File: config.mk
export PLATFORM = sky130hd
export DESIGN_NAME = fft_reorder
export DESIGN_NICKNAME = d
export VERILOG_FILES = /design/src/rtl/fft_reorder.sv
export SDC_FILE = /design/constraint.sdc
export NUM_CORES = 1
export LEC_CHECK = 0
export BUFFER_PORTS_ARGS = -buffer_cell sky130_fd_sc_hd__buf_2
export CORE_MARGIN = 5
export CORE_UTILIZATION = 50
export CTS_BUF_LIST = sky130_fd_sc_hd__clkbuf_4 sky130_fd_sc_hd__clkbuf_8 sky130_fd_sc_hd__clkbuf_16
export DETAILED_ROUTE_END_ITERATION = 10
export GPL_TIMING_DRIVEN = 0
export PLACE_DENSITY = 0.66
export SYNTH_ARGS = -nofsm -noshare
export SYNTH_HDL_FRONTEND = slang
export SYNTH_SLANG_ARGS = --single-unit
export TNS_END_PERCENT = 50
File: constraint.sdc
create_clock -name clk -period 4.84 [get_ports clk]
set_input_delay 0.242 -clock clk [delete_from_list [all_inputs] [get_ports clk]]
set_output_delay 0.242 -clock clk [all_outputs]
set_load 0.1 [all_outputs]
File: src/rtl/fft_reorder.sv
// fft_reorder: ping-pong reorder buffer that turns bit-reversed FFT output
// frames into natural-order samples behind a ready/valid output register.
module fft_reorder #(
    parameter int N = 4,
    parameter int W = 32
) (
    input  logic         clk,
    input  logic         rst,
    input  logic         in_start,
    input  logic         in_valid,
    input  logic [W-1:0] in_data,
    input  logic         out_ready,
    output logic         out_valid,
    output logic         out_start,
    output logic [W-1:0] out_data,
    output logic [N-1:0] out_idx,
    output logic         overflow,
    output logic         frame_err
);
    localparam int           DEPTH = 1 << N;
    localparam logic [N-1:0] LAST  = {N{1'b1}};

    typedef enum logic [1:0] {EMPTY, FILLING, FULL, DRAINING} bank_state_t;
    typedef enum logic {W_IDLE, W_WRITE} wr_state_t;
    typedef enum logic {R_IDLE, R_READ} rd_state_t;

    bank_state_t  bank_st [2];
    wr_state_t    wr_st;
    rd_state_t    rd_st;
    logic [N-1:0] wcnt;
    logic         wbank;
    logic         rbank;
    logic         oldest;
    logic [W-1:0] mem [2][DEPTH];

    function automatic logic [N-1:0] bitrev(input logic [N-1:0] v);
        logic [N-1:0] r;
        for (int i = 0; i < N; i++) r[i] = v[N-1-i];
        return r;
    endfunction

    logic         advance;
    logic         release_rd;
    logic         start_hit;
    logic         claim;
    logic         drop;
    logic         restart;
    logic         claim_bank;
    logic         wr_en;
    logic         wr_bank;
    logic [N-1:0] wr_addr;
    logic [1:0]   is_full;
    logic [1:0]   bank_free;
    logic         rd_avail;
    logic         rd_sel;

    always_comb begin
        advance    = out_ready || !out_valid;
        release_rd = (rd_st == R_READ) && out_ready && (out_idx == LAST);
        // A bank finishing its drain this cycle may be claimed by the writer at once.
        for (int b = 0; b < 2; b++) begin
            is_full[b]   = (bank_st[b] == FULL);
            bank_free[b] = (bank_st[b] == EMPTY) || (release_rd && (rbank == 1'(b)));
        end
        start_hit  = in_valid && in_start;
        claim      = (wr_st == W_IDLE) && start_hit && (|bank_free);
        drop       = (wr_st == W_IDLE) && start_hit && !(|bank_free);
        restart    = (wr_st == W_WRITE) && start_hit;
        claim_bank = !bank_free[0];
        wr_en      = claim || ((wr_st == W_WRITE) && in_valid);
        wr_bank    = (wr_st == W_IDLE) ? claim_bank : wbank;
        wr_addr    = in_start ? '0 : bitrev(wcnt);
        rd_avail   = |is_full;
        rd_sel     = (is_full[0] && is_full[1]) ? oldest : is_full[1];
    end

    // NOTE: the sample array has no reset; bank state alone decides what is readable.
    always_ff @(posedge clk) begin
        if (wr_en) mem[wr_bank][wr_addr] <= in_data;
    end

    always_ff @(posedge clk or posedge rst) begin
        if (rst) begin
            wr_st      <= W_IDLE;
            rd_st      <= R_IDLE;
            bank_st[0] <= EMPTY;
            bank_st[1] <= EMPTY;
            wcnt       <= '0;
            wbank      <= 1'b0;
            rbank      <= 1'b0;
            oldest     <= 1'b0;
            out_valid  <= 1'b0;
            out_start  <= 1'b0;
            out_idx    <= '0;
            out_data   <= '0;
            overflow   <= 1'b0;
            frame_err  <= 1'b0;
        end else begin
            frame_err <= 1'b0;

            // NOTE: read side is written first so that a same-cycle claim below overrides a release.
            case (rd_st)
                R_IDLE: begin
                    if (advance && rd_avail) begin
                        rd_st           <= R_READ;
                        rbank           <= rd_sel;
                        bank_st[rd_sel] <= DRAINING;
                        out_valid       <= 1'b1;
                        out_start       <= 1'b1;
                        out_idx         <= '0;
                        out_data        <= mem[rd_sel][0];
                    end
                end
                R_READ: begin
                    if (out_ready) begin
                        if (out_idx == LAST) begin
                            bank_st[rbank] <= EMPTY;
                            if (is_full[~rbank]) begin
                                rbank           <= ~rbank;
                                bank_st[~rbank] <= DRAINING;
                                out_start       <= 1'b1;
                                out_idx         <= '0;
                                out_data        <= mem[~rbank][0];
                            end else begin
                                rd_st     <= R_IDLE;
                                out_valid <= 1'b0;
                                out_start <= 1'b0;
                            end
                        end else begin
                            out_start <= 1'b0;
                            out_idx   <= out_idx + 1'b1;
                            out_data  <= mem[rbank][out_idx + 1'b1];
                        end
                    end
                end
                default: rd_st <= R_IDLE;
            endcase

            case (wr_st)
                W_IDLE: begin
                    if (claim) begin
                        bank_st[claim_bank] <= FILLING;
                        wbank               <= claim_bank;
                        wcnt                <= N'(1);
                        wr_st               <= W_WRITE;
                    end else if (drop) begin
                        overflow <= 1'b1;
                    end
                end
                W_WRITE: begin
                    if (restart) begin
                        frame_err <= 1'b1;
                        wcnt      <= N'(1);
                    end else if (in_valid) begin
                        if (wcnt == LAST) begin
                            bank_st[wbank] <= FULL;
                            wr_st          <= W_IDLE;
                            wcnt           <= '0;
                            // Only matters when both banks are FULL: the earlier one drains first.
                            oldest         <= is_full[~wbank] ? ~wbank : wbank;
                        end else begin
                            wcnt <= wcnt + 1'b1;
                        end
                    end
                end
                default: wr_st <= W_IDLE;
            endcase
        end
    end
endmodule
Word-level counts from Yosys, hierarchy flattened:

Memory sizes are Yosys's and may differ from the RTL's.
Cells that the tools add are included.

* $add $sub $neg: 2
* multipliers: 0
* divide/modulo/power cells: 0
* order comparisons: 15
* equality and inequality tests: 12
* shift operators: 0
* multiplexer cells: 75
* bitwise logic cells: 23
* reduce and logical (&&, ||, !) cells: 37

Operator list (count)
* two-way mux 512 bit: 1
* two-way mux 32 bit: 7
* binary-select mux 32 bit (select 4 bit): 1
* demux 32 bit (select 4 bit): 1
* two-way mux 4 bit: 17
* case mux 32 bit (2 select lines): 1
* case mux 4 bit (2 select lines): 4
* two-way mux 1 bit: 28
* logical AND 1 bit: 18
* AND reduction 4 bit: 3
* demux 2 bit (select 1 bit): 5
* greater-or-equal comparator 2 bit, second input constant: 5
* greater-or-equal comparator 5 bit, second input constant: 2
* < comparator 2 x 1 -> 1 bit, second input constant: 5
* two-way mux 2 bit: 5
* NOT 1 -> 2 bit: 5
* NOT 4 -> 5 bit: 2
* case mux 1 bit (2 select lines): 5
* adder 4 x 1 -> 4 bit, second input constant: 2
* == test 4 bit, second input constant: 2
* != test 2 bit, second input constant: 4
* OR 4 bit: 2
* != test 3 x 2 -> 1 bit, second input constant: 2
* NOT 1 bit: 6
* 15 further kinds: 31

* register bits after elaboration: 53
* latch bits: 0
* RAM bits: 1024
* bits in read-only memories: 0
* input port bits: 37
* memories kept: 1

Memories
* mem: depth 2, width 512, rd ports 3, clocked after Yosys merged registers in 0, write ports 1, line 34 `logic [W-1:0] mem [2][DEPTH];`

Logic depth before layout (Yosys ltp):

Gate-level depths: netlist (run 1).

* depth after elaboration: 17
* mapped depth: 9
* mapped depth without buffers: 6

Worst setup path before layout (run 1):

Ideal clock, no wire load.

* path type: register -> register
* from: register out_idx[1]
* to: memory mem[0][416] (netlist name) (enable)
* library setup time: 461 ps
* arrival: 4651 ps
* data required time: 4379 ps
* slack: -272 ps
* cell stages (with the launch flop): 9
* buffers on the path: 2
* path through: dfrtp_1 ha_1 buf_2 nand3_1 buf_2 or3_1 o21ai_0 o21ai_1 nor3_1

* longest elaborated chain between the ends: 9

RTL lines
* start, declared: line 16 `output logic [N-1:0] out_idx,`
* start signal, assigned: line 131 `out_idx <= out_idx + 1'b1;`
* == test 4 bit *: line 59 `release_rd = (rd_st == R_READ) && out_ready && (out_idx == LAST);`
* logical AND 1 bit *: line 59
* logical AND 1 bit: line 63 `bank_free[b] = (bank_st[b] == EMPTY) || (release_rd && (rbank == 1'(b)));`
* logical OR 1 bit: line 63
* OR reduction 2 bit: line 66 `claim = (wr_st == W_IDLE) && start_hit && (|bank_free);`
* logical AND 1 bit: line 66
* logical OR 1 bit: line 70 `wr_en = claim || ((wr_st == W_WRITE) && in_valid);`
* two-way mux 1 bit: line 79 `if (wr_en) mem[wr_bank][wr_addr] <= in_data;`
* two-way mux 512 bit (not written as such): line 79
* end, declared: line 34

Every way passes the cells marked *; elsewhere a longest branch is shown, timed or not.

Worst setup path in the final report (run 1):

* from: register out_idx[1]
* to: memory mem[0][471] (netlist name) (enable)

The elaborated chain is that of the path after synthesis.

==> impl_metrics.ini, run 1 <==
[timing]
final_min_period_over_clock_period_pct = 79.3
fin_crit_ps = 3840
finalHoldViolCount = 0
fin_worst_skew_ps = 19.9
worst-slew-pin-transition_ps = 1210
timing.setup.tns_ps = 0
finalHoldWorstSlack_ps = 74.8
slew_headroom_pct = 18.9
rsz_0062_raised_after_global_routing = no
timing.final.max_slew_violations = 0
achievable-frequency_mhz = 261
final-setup-viol-count = 0

[synth]
yosysSeqAreaShare_pct = 74.8
synth_cells = 2118
mapped_avg_cell_area_sq_um = 20.2
async_flop_share_pct = 4.92
ys_top_cells_by_area = edfxtp_1, mux4_2, dfrtp_1
synthesis.nets = 2157
synthDominantAreaCellType = edfxtp_1
number_of_synthesized_flops_with_an_enable_pin = 1024
yosys.area.top_type_share_pct = 71.7
synth_warnings = 0
synth_ff_type = edfxtp_1
yosys_register_bits = 1077
yosys.cell_types.count = 61
synthesized_cell_area_sq_mm = 0.0429

[outcome]
run_status = complete, no violations

[routing]
dr.first_iter.drc_count = 3328
route.detailed.vias_per_inst = 6.52
remaining_drc_errors = 0
via_count = 23400
routed_length_per_placed_instance_um = 32.3
drtAntennaViolNets = 0
total_detailed_routing_wirelength_um = 116000
detail_route.first_pass.iterations = 7

[global_routing]
antenna_found_initial = 4
grt_first_pass_wirelength_um = 165000
grt_max_degree = 54
grt-busiest-layer = met2
groute.layer.met1.usage_pct = 36.2
global_route.usage.met3_pct = 5.85
first_global_vias = 23600
groute.layer.met2.usage_pct = 39.0
groute.usage.overall_pct = 25.2
overflow = 0

[clock_network]
clock_path_buffers = 3
tritoncts.num_buffers = 106
cts_tree = yes
cts_root_buf = clkbuf_16
path_clk_slew_ps = 60
ctsHtreeMaxLevel = 3
clock-sinks = 1077
clk_latency_ps = 670
post_cts_resized = 0

[placed_design]
hpwlAfterDp_um = 77300
globalplace.congestion = 0.912
port_buffer_cells = 75
numPlacedInstances = 3381

[worst_setup_path]
register_to_register_path_depth = 11
critical_path.most_common_cell = buf_6
critPathLaunchType = flip-flop
worst_setup_path_end_kind = flip-flop
regToRegSetupSlack_ps = 1000
worst_path_largest_cell_delay_ps = 730
rr_startpoint = out_idx[1]
rr_endpoint = mem[0][471]
cp_max_fo = 10
worstPathArrival_ps = 4220
criticalPathCategory = flip-flop to flip-flop
crit_required_ps = 5220
crit_slowest_cell = nor3_2
timing.critical_path.cells = ha_1, buf_2, nand3_1, buf_2, or3_1, o21ai_0, o21ai_1, nor3_2, buf_6, buf_6, buf_6

[final_layout]
fillers = 6292
flow.area_growth_from_synthesis_pct = 14.5
nNetsFinal = 2387
final_instance_count_without_filler_cells = 3588
layout-drive-gt1-share_pct = 30.2

[floorplanning]
ios = 77
start_util_pct = 50.3
core_region_area_sq_mm = 0.0851
dieWidth_um = 303
chipHeight_um = 303
floorplan.rows = 107
fp.dieArea_sq_mm = 0.0917

[run]
maxCapViolCount = 0

[worst_hold_path]
min_path_cells = 4
min-delay-start = out_ready
holdPathEnd = out_start
hold_path.class = primary input to flip-flop

[pwr]
power_density_mw_per_mm2 = 547
sum_of_internal_switching_and_leakage_power_mw = 26.8
p_leak_nw = 15.4
ir_worst_vdd_mv = 0.363
==> worst max-delay path, delay by kind of cell (launching register included) <==
family,cells,cell delay [ps]
flops,1,540
buf+inv,5,1120
simple gates,3,1300
compound gates,2,390
fa+ha+maj,1,200
==> cell usage after synthesis (all sizes together) (33+ instances only) <==
master and number:
o22ai 33, nand3 69, mux4 224, buf 84, o21ai 77, dfrtp 53, mux2 97, nor2 71
clkbuf 50, a22oi 63, edfxtp 1024, mux2i 65
==> how the worst max path moves through the flow <==
stage                        to        from  slack (ps)  cells past startpoint
finish              mem[0][471]  out_idx[1]        1000                     11
global route        mem[0][471]  out_idx[1]         930                     11
CTS                 mem[0][471]  out_idx[1]        1170                     11
detailed placement  mem[0][476]  out_idx[1]        1150                     11
global placement    mem[0][443]  out_idx[1]       -2720                      8
floorplan           mem[0][416]  out_idx[1]        -270                      8
==> state kept, by name (all words and copies together), names as in the netlist, 4 cells and up <==
name	flops
mem	1024
out_data	32
bank_st	4
out_idx	4
wcnt	4
==> layer usage <==
layer,vias to the layer above,part of all wire (%)
met1,12200,38
met2,1512,47
met5,-,0.013
met4,2,3.7
li1,9374,-
met3,248,11
==> cell type report <==
class	instances	area (sq um)	area share [%]
Sequential cell	1077	32100	65.4
Multi-Input combinational cell	899	10200	20.8
Clock buffer	137	2960	6.04
Tap cell	1144	1430	2.92
Timing Repair Buffer	122	1140	2.33
Buffer	134	786	1.60
Clock inverter	64	442	0.900
Inverter	8	32.5	0.0663
Antenna cell	3	7.51	0.0153
==> stage by stage <==
step | util (%) | area (sq um) | setup WS (ps)
after floorplan | - | 42900 | -272
after global placement | 52.5 | 44700 | -2720
after detailed placement | 53.6 | 45600 | 1150
after CTS | 57.6 | 49100 | 1170
after global routing | 57.6 | 49100 | 930
final | 57.6 | 49100 | 1000
==> kinds of logic after synthesis <==
kind of cell	synth area share (%)
flops	74.8
buf+inv	1.90
mux	15.9
simple gates	2.86
fa+ha+maj	0.0584
compound gates	4.42
xor+xnor	0.0584
==> where the power goes <==
group | leakage, nW | internal [mW] | switching, mW
logic | 3.84 | 2.53 | 5.42
registers | 9.87 | 10.6 | 0.319
clock network | 1.71 | 4.54 | 3.46
==> placed cells by master, fill, tap and decap left out, drive strengths merged, types with 4 or more instances in the layout <==
| cell | count |
|---|---|
| o21ai | 77 |
| nand3 | 69 |
| and4 | 32 |
| buf | 203 |
| a21o | 5 |
| a22oi | 63 |
| mux2 | 97 |
| nand2 | 24 |
| clkinv | 53 |
| mux4 | 224 |
| and3 | 4 |
| o211ai | 32 |
| clkbuf | 187 |
| a21oi | 9 |
| o31ai | 6 |
| or2 | 4 |
| nand2b | 5 |
| o22ai | 33 |
| a31oi | 4 |
| dfrtp | 53 |
| inv | 13 |
| mux2i | 65 |
| bufinv | 4 |
| nor3 | 7 |
| o221ai | 32 |
| nor2 | 71 |
| edfxtp | 1024 |
==> what timing repair did <==
item,4_1_cts,5_1_grt
hold buffers,3,0
hold endpoints to repair,59,0
setup buffers,0,0
(Power assumes the default switching activity.)
==> run 2: changes to the inputs <==
==> constraint.sdc (replaced) <==
create_clock -name clk -period 3.99 [get_ports clk]
set_input_delay 0.1995 -clock clk [delete_from_list [all_inputs] [get_ports clk]]
set_output_delay 0.1995 -clock clk [all_outputs]
set_load 0.1 [all_outputs]
==> run 2 against run 1 <==
  * Total power grew 22%
  * Sequential power grew 21%
  * Setup slack lost 630 ps
  * Via count shrank 0.88%
  * Largest cell class unchanged
==> impl_metrics.ini, run 2 (synthesized netlist as in run 1, its figures left out) <==
[final_layout]
mostFrequentLayoutCells = edfxtp_1, mux4_2, buf_2
layout_top_registers = mem (1024), out_data (32)
largest_reg_flops = 1024
flow.area_growth_from_synthesis_pct = 15.2
finalCoreUtilization_pct = 58.0
layout-drive-gt1-share_pct = 30.5
design_area_sq_mm = 0.0494
top_reg_by_flops = mem
nNetsFinal = 2384
layout_commonest_cell = edfxtp_1

[placed_design]
placed_cell_area_sq_mm = 0.0459
dp_slack_ps = 425
hpwlAfterDp_um = 77500
globalplace.congestion = 0.895
port_buffer_cells = 75

[worst_hold_path]
hold_path.class = primary input to flip-flop
min_path_cells = 1

[timing]
slew_headroom_pct = 22.0
setup_ws_ps = 373
worst-slew-pin-transition_ps = 1160
fin_worst_skew_ps = 24.6
rsz_0062_raised_after_global_routing = no
finalHoldViolCount = 0
timing.final.max_slew_violations = 0
final-setup-viol-count = 0
fin_crit_ps = 3620
finalHoldWorstSlack_ps = 45.8
final_min_period_over_clock_period_pct = 90.7
achievable-frequency_mhz = 276

[routing]
dr.first_iter.drc_count = 3097
remaining_drc_errors = 0
drtAntennaViolNets = 0
detail_route.first_pass.iterations = 6
routed_length_per_placed_instance_um = 32.4
route.detailed.vias_per_inst = 6.48
total_detailed_routing_wirelength_um = 116000
via_count = 23200

[worst_setup_path]
worst_path_largest_cell_delay_ps = 870
criticalPathCategory = flip-flop to flip-flop
register_to_register_path_depth = 8
critPathLaunchType = flip-flop
cp_max_fo = 10
crit_slowest_cell = a31oi_1
timing.critical_path.cells = ha_1, buf_2, a21o_1, a31oi_1, clkbuf_1, o221ai_1, o211ai_1, o21ai_1
crit_required_ps = 4530
worstPathArrival_ps = 4160
worst_setup_path_end_kind = flip-flop

[global_routing]
grt_max_degree = 54
groute.usage.overall_pct = 25.4
grt_first_pass_wirelength_um = 165000
overflow = 0
antenna_found_initial = 5
first_global_vias = 23400

[floorplanning]
dieWidth_um = 303
core_region_area_sq_mm = 0.0851
ios = 77
start_util_pct = 50.3
chipHeight_um = 303
fp.dieArea_sq_mm = 0.0917
floorplan.rows = 107

[pwr]
p_leak_nw = 15.6
ir_worst_vdd_mv = 0.514
sum_of_internal_switching_and_leakage_power_mw = 32.8
power.net_switching_mw = 11.1
power_frac_seq_pct = 40.3
clkPwrFrac_pct = 30.2
power_density_mw_per_mm2 = 664
cell_internal_pwr_mw = 21.7
power_switching_share_pct = 33.9
power.combinational.fraction_pct = 29.6

[clock_network]
cts_tree = yes
clock_path_buffers = 3
path_clk_slew_ps = 60
tritoncts.num_buffers = 105
clock-sinks = 1077
ctsHtreeMaxLevel = 3
clk_latency_ps = 670
cts_root_buf = clkbuf_16
post_cts_resized = 0

[run]
maxCapViolCount = 0

[outcome]
run_status = complete, no violations
[run 2: worst max-delay path, delay by kind of cell (launching register included)]
family	cells	cell delay [ps]
AO/OA/AOI/OAI	5	1820
buffers and inverters	2	930
flip-flops	1	490
adder cells (fa/ha/maj)	1	240
[run 2: cell type report]
class | instances | area (sq um)
Fill cell | 6250 | 35800
Sequential cell | 1077 | 32100
Multi-Input combinational cell | 899 | 10200
Clock buffer | 150 | 3040
Clock inverter | 44 | 427
Antenna cell | 3 | 7.51
Buffer | 134 | 786
Tap cell | 1144 | 1430
Timing Repair Buffer | 120 | 1370
Inverter | 8 | 32.5
[run 2: worst paths after layout]
check	startpoint	endpoint	slack, ps
setup reg to reg	out_idx[0]	out_data[0]	370
hold reg to reg	overflow	overflow	470
hold / removal	in_data[24]	mem[0][312]	50
max in group asynchronous	rst	out_data[2]	3120
min in group asynchronous	rst	wbank	250
setup / recovery	out_idx[0]	out_data[0]	370
[run 2: power groups by stage]
stage               logic [mW]  clock network (mW)  registers, mW
floorplan                 4.99                   0           14.5
global placement          9.26                   0           13.4
detailed placement        9.54                   0           13.4
CTS                       9.58                10.0           13.2
global route              10.1                10.5           13.2
finish                    9.69                9.89           13.2
[run 2: what timing repair did]
item | in CTS | in global routing
setup buffers | 0 | 0
hold buffers | 4 | 0
endpoints found under the hold margin | 60 | 0
[run 2: metal layers]
metal,vias to the layer above,GRT usage [%],share of wire [%]
met5,-,0,0.017
met4,2,9.01,3.9
met3,250,7.80,12
met2,1387,38.6,46
met1,12200,35.5,38
li1,9366,-,-
[run 2: per-stage QoR]
step	cells	setup TNS, ps
finish	3579	0
global route	3576	0
CTS	3576	0
detailed placement	3378	0
global placement	3337	-1252640
floorplan	2118	-46540
